### config.mk
export PLATFORM = sky130hd
export DESIGN_NAME = instr_fetch_unit
export DESIGN_NICKNAME = d
export VERILOG_FILES = /design/src/rtl/isa_pkg.sv /design/src/rtl/instr_fetch_unit.sv
export SDC_FILE = /design/constraint.sdc
export NUM_CORES = 1
export LEC_CHECK = 0
export CAP_MARGIN = 0
export CORE_UTILIZATION = 40
export CTS_BUF_LIST = sky130_fd_sc_hd__clkbuf_8
export DETAILED_ROUTE_END_ITERATION = 10
export SYNTH_ARGS = -nofsm -noshare
export SYNTH_HDL_FRONTEND = slang
export SYNTH_SLANG_ARGS = --single-unit
export TNS_END_PERCENT = 30
### constraint.sdc
create_clock -name clock -period 5.8 [get_ports clock]
set_input_delay 1.74 -clock clock [delete_from_list [all_inputs] [get_ports clock]]
set_output_delay 1.74 -clock clock [all_outputs]
set_load 0.05 [all_outputs]
### src/rtl/isa_pkg.sv
// Shared ISA constants: opcode encodings, datapath widths and the fetch sequencer state encoding.
package isa_pkg;

    localparam int unsigned ADDR_W  = 8;
    localparam int unsigned INSTR_W = 8;

    // Opcode space spans 8'd3 .. 8'd40; only END and JUMNZ are interpreted by fetch.
    localparam logic [7:0] OP_EN0   = 8'd3;
    localparam logic [7:0] OP_END   = 8'd38;
    localparam logic [7:0] OP_JUMNZ = 8'd40;

    typedef enum logic [2:0] {
        ST_BOOT   = 3'd0,
        ST_RUN    = 3'd1,
        ST_JUMP   = 3'd2,
        ST_REFILL = 3'd3,
        ST_HALT   = 3'd4
    } fetch_state_e;

endpackage

### src/rtl/instr_fetch_unit.sv
// Per-core fetch sequencer: owns the PC, drives the instruction memory address,
// issues opcodes to the decoder, resolves JUMNZ internally and halts on END.
module instr_fetch_unit #(
    parameter int unsigned          ADDR_W   = isa_pkg::ADDR_W,
    parameter int unsigned          INSTR_W  = isa_pkg::INSTR_W,
    parameter int unsigned          RESET_PC = 0,
    parameter logic [INSTR_W-1:0]   OP_END   = INSTR_W'(isa_pkg::OP_END),
    parameter logic [INSTR_W-1:0]   OP_JUMNZ = INSTR_W'(isa_pkg::OP_JUMNZ)
) (
    input  logic               clock,
    input  logic               reset,
    output logic [ADDR_W-1:0]  addr,
    input  logic [INSTR_W-1:0] instruction,
    input  logic               stall,
    input  logic               acc_zero,
    output logic [INSTR_W-1:0] instr_out,
    output logic               instr_valid,
    output logic               halted
);

    isa_pkg::fetch_state_e state_q, state_d;
    logic [ADDR_W-1:0]     pc_q, pc_d;
    logic [ADDR_W-1:0]     cur_addr_q, cur_addr_d;
    logic [INSTR_W-1:0]    instr_out_q, instr_out_d;
    logic                  instr_valid_q, instr_valid_d;
    logic                  halted_q, halted_d;
    logic [ADDR_W-1:0]     pc_inc;

    assign pc_inc = pc_q + ADDR_W'(1);

    // Re-present the current word while stalled or halted; otherwise fetch ahead.
    always_comb begin
        if ((state_q == isa_pkg::ST_RUN && stall) || state_q == isa_pkg::ST_HALT) begin
            addr = cur_addr_q;
        end else begin
            addr = pc_q;
        end
    end

    always_comb begin
        state_d       = state_q;
        pc_d          = pc_q;
        cur_addr_d    = cur_addr_q;
        instr_out_d   = instr_out_q;
        instr_valid_d = 1'b0;
        halted_d      = halted_q;

        case (state_q)
            isa_pkg::ST_BOOT: begin
                cur_addr_d = pc_q;
                pc_d       = pc_inc;
                state_d    = isa_pkg::ST_RUN;
            end
            isa_pkg::ST_RUN: begin
                if (!stall) begin
                    if (instruction == OP_JUMNZ) begin
                        cur_addr_d = pc_q;
                        pc_d       = pc_inc;
                        state_d    = isa_pkg::ST_JUMP;
                    end else begin
                        instr_out_d   = instruction;
                        instr_valid_d = 1'b1;
                        if (instruction == OP_END) begin
                            halted_d = 1'b1;
                            state_d  = isa_pkg::ST_HALT;
                        end else begin
                            cur_addr_d = pc_q;
                            pc_d       = pc_inc;
                        end
                    end
                end
            end
            // Operand word is on the bus; the speculative fetch at pc is discarded.
            isa_pkg::ST_JUMP: begin
                if (!acc_zero) begin
                    pc_d = ADDR_W'(instruction);
                end else begin
                    pc_d = cur_addr_q + ADDR_W'(1);
                end
                state_d = isa_pkg::ST_REFILL;
            end
            isa_pkg::ST_REFILL: begin
                cur_addr_d = pc_q;
                pc_d       = pc_inc;
                state_d    = isa_pkg::ST_RUN;
            end
            isa_pkg::ST_HALT: begin
                state_d = isa_pkg::ST_HALT;
            end
            default: begin
                state_d = isa_pkg::ST_BOOT;
            end
        endcase
    end

    always_ff @(posedge clock) begin
        if (reset) begin
            state_q       <= isa_pkg::ST_BOOT;
            pc_q          <= ADDR_W'(RESET_PC);
            cur_addr_q    <= ADDR_W'(RESET_PC);
            instr_out_q   <= '0;
            instr_valid_q <= 1'b0;
            halted_q      <= 1'b0;
        end else begin
            state_q       <= state_d;
            pc_q          <= pc_d;
            cur_addr_q    <= cur_addr_d;
            instr_out_q   <= instr_out_d;
            instr_valid_q <= instr_valid_d;
            halted_q      <= halted_d;
        end
    end

    assign instr_out   = instr_out_q;
    assign instr_valid = instr_valid_q;
    assign halted      = halted_q;

endmodule
==> results of run 1 <==
report_power, final:
group          leakage, nW  switching, mW  internal, mW
clock               0.0491         0.0779        0.0811
combinational        0.539         0.0686        0.0476
sequential           0.236         0.0118         0.209
cells by family after synthesis:
kind of cell	Yosys count	synth area share (%)
and+or+nand+nor	77	24.4
AOI/OAI and AO/OA	43	19.0
DFF	29	34.4
muxes	23	14.2
buffers and inverters	12	4.38
xor gates and xnor gates	4	2.08
adders and majority gates	2	1.48
final timing paths:
| check | startpoint | end |
|---|---|---|
| setup / recovery | stall | addr[4] |
| setup reg to reg | state_q[1] | pc_q[7] |
| hold / removal | instr_out[1] | instr_out[1] |
| hold reg to reg | instr_out[1] | instr_out[1] |
cell usage after synthesis (3+ instances only):
cell,count
mux2_2,8
dfxtp_1,29
mux2i_1,15
nand2_1,5
nand2b_1,4
o21bai_1,3
o21ai_0,7
and3_1,3
a21oi_1,12
nand3b_1,3
nand3_1,9
nor3_1,5
nor2_1,33
clkbuf_1,3
area by class of cell:
class	instances	area [um2]
fill	395	1990
multi-input combinational	149	1030
sequential	29	581
timing repair buffer	29	270
clock buffer	5	68.8
tap	50	62.6
clock inverter	3	13.8
inverter	3	12.5
layer usage:
| metal | share of wire (%) | vias to the layer above | wire, um | track usage (%) |
|---|---|---|---|---|
| met5 | 0 | - | 0 | 0 |
| met4 | 1.1 | 0 | 43 | 5.59 |
| met3 | 3.2 | 5 | 124 | 5.65 |
| met2 | 47 | 23 | 1840 | 32.6 |
| met1 | 48 | 681 | 1880 | 24.9 |
| li1 | - | 744 | - | - |
per-stage QoR:
step	cells	utilization (%)	total power [mW]	hold WS, ns	area (um2)
finish	268	50.7	0.496	0.505	2040
global route	268	50.7	0.525	0.530	2040
CTS	268	50.7	0.503	0.511	2040
detailed placement	260	48.6	0.342	0.493	1960
global placement	260	48.6	0.340	0.474	1960
floorplan	190	-	0.309	0.475	1690
state kept, by name, summed over array words and instances (netlist names):
name         cells
cur_addr_q       8
halted           1
instr_out        8
instr_valid      1
pc_q             8
state_q          3
critical path, delay by kind of cell:
family | cells | cell delay [ns]
AO/OA/AOI/OAI | 1 | 0.48
buffers and inverters | 2 | 0.77
multiplexers | 1 | 0.40
AND/OR/NAND/NOR | 1 | 0.12
==> metrics.md, run 1 <==
| Metric | Value |
|---|---|
| Routability cong. | `0.791` |
| WP data arrival | `3.51 ns` |
| Fin worst setup slack | `0.550 ns` |
| Grt ovf | `0` |
| #FFs+latches synth | `29` |
| CP peak stage delay | `0.58 ns` |
| Final Critical Period | `5.25 ns` |
| Main flop type after synthesis | `dfxtp_1` |
| Unrepaired setup endpoints after global routing | `no` |
| First DRT Iteration DRCs | `58` |
| Post-synth top area cell | `dfxtp_1` |
| Clk root buf | `clkbuf_8` |
| Die height | `66.9 um` |
| Synth area leaders | `dfxtp_1 34%, mux2i_1 8.9%, nor2_1 7.3%` |
| Leakage | `0.823 nW` |
| P&R area growth vs syn | `21.0%` |
| Ports | `30` |
| Drt wl/cell | `14.5 um` |
| Inserted Clock Buffers | `5` |
| Antenna cells | `0` |
| Antenna Nets Post-Route | `0` |
| Clock Tree Buf Depth | `2` |
| Worst vdd ir | `0.166 mV` |
| First-pass GRT wire length | `6.53 mm` |
| DR DRC count | `0` |
| Hold buffer count at cts | `0` |
| H-tree depth | `2` |
| Mean Syn Cell Area | `8.88 um2` |
| Synth warnings | `0` |
| Cells after synthesis | `190` |
| Total Routing Usage GR | `19.8%` |
| Maxcap violations | `0` |
| Post-synthesis async set-or-reset flop share | `0%` |
| Crit Path Max Fanout | `9` |
| Crit path kind | `input port to output port` |
| Commonest non-fill, non-tap cell in the layout | `nor2_1` |
| Final period utilization | `90.5%` |
| Clk_skew | `0.0112 ns` |
| Pwr dens | `243 nW/um2` |
| Largest net degree at the start of global routing | `31` |
| Layout cells sized above 1 | `15.6%` |
| Via density | `5.42` |
| Status | `complete, no violations` |
| Final Hold Violating Endpoints | `0` |
| Final wirelength | `3.89 mm` |
| Slew margin rel. | `25.9%` |
| Number of enable flip-flop cells after synthesis | `0` |
| # port buffers | `29` |
| TritonCTS clock tree | `yes` |
| Die W | `66.9 um` |
| Total negative slack | `0 ns` |
| Clock sink count | `29` |
| Setup bufs post-CTS | `0` |
| CTS clk-pin slew, worst paths | `0.06 ns` |
| Synthesized area | `1690 um2` |
| Most frequent cells in the layout | `33 x nor2_1, 29 x dfxtp_1, 21 x clkdlybuf4s50_1` |
| Final net count | `231` |
| Via Count | `1453` |
| Syn Nets | `204` |
| DR pass1 iterations | `4` |
| Sequential share of the synthesized area | `34.4%` |
| HP Class | `flip-flop to flip-flop` |
| CP max stage cell | `clkdlybuf4s50_1` |
| Pre-CTS setup slack | `0.526 ns` |
| Top cell type's share of synthesized area | `34.4%` |
| Worst Max-Slew Pin Slew | `1.11 ns` |
| Clock latency on the worst-skew pair | `0.29 ns` |
| Vias in the first global route | `1374` |
| FP Rows | `23` |
| Hold depth | `2` |
| Slew Limit Fails | `0` |
| DIE AREA | `4480 um2` |
| Reg2Reg Setup Slack | `3.66 ns` |
| Core Box Area | `4030 um2` |
| Reg2reg path depth | `5` |
| Placed wire-length estimate | `2.78 mm` |
| Distinct cells, synth | `49` |
| Antenna violations before repair | `0` |
| Data required time of the critical path | `4.06 ns` |
| Initial core utilization | `41.9%` |
| CP cell instances | `clkdlybuf4s50_1 -> nand3b_1 -> a21oi_2 -> mux2_2 -> buf_4` |
| FMAX | `190 MHz` |
| Crit path launch type | `input port` |
| Final-report setup violation count | `0` |
| CP endpoint kind | `output port` |
| Post-cts sizing count | `0` |
Power figures use the tool's default switching activity.
==> run 2: changes to the inputs <==
Settings changed: CTS_CLUSTER_DIAMETER set to 50.
==> results of run 2 <==
Final layout, timing and power as in run 1 (identical DEF).
==> run 3: changes to the inputs <==
Settings changed: CTS_CLUSTER_DIAMETER 50 to unset.
==> results of run 3 <==
Final layout, timing and power as in run 1 (identical DEF).
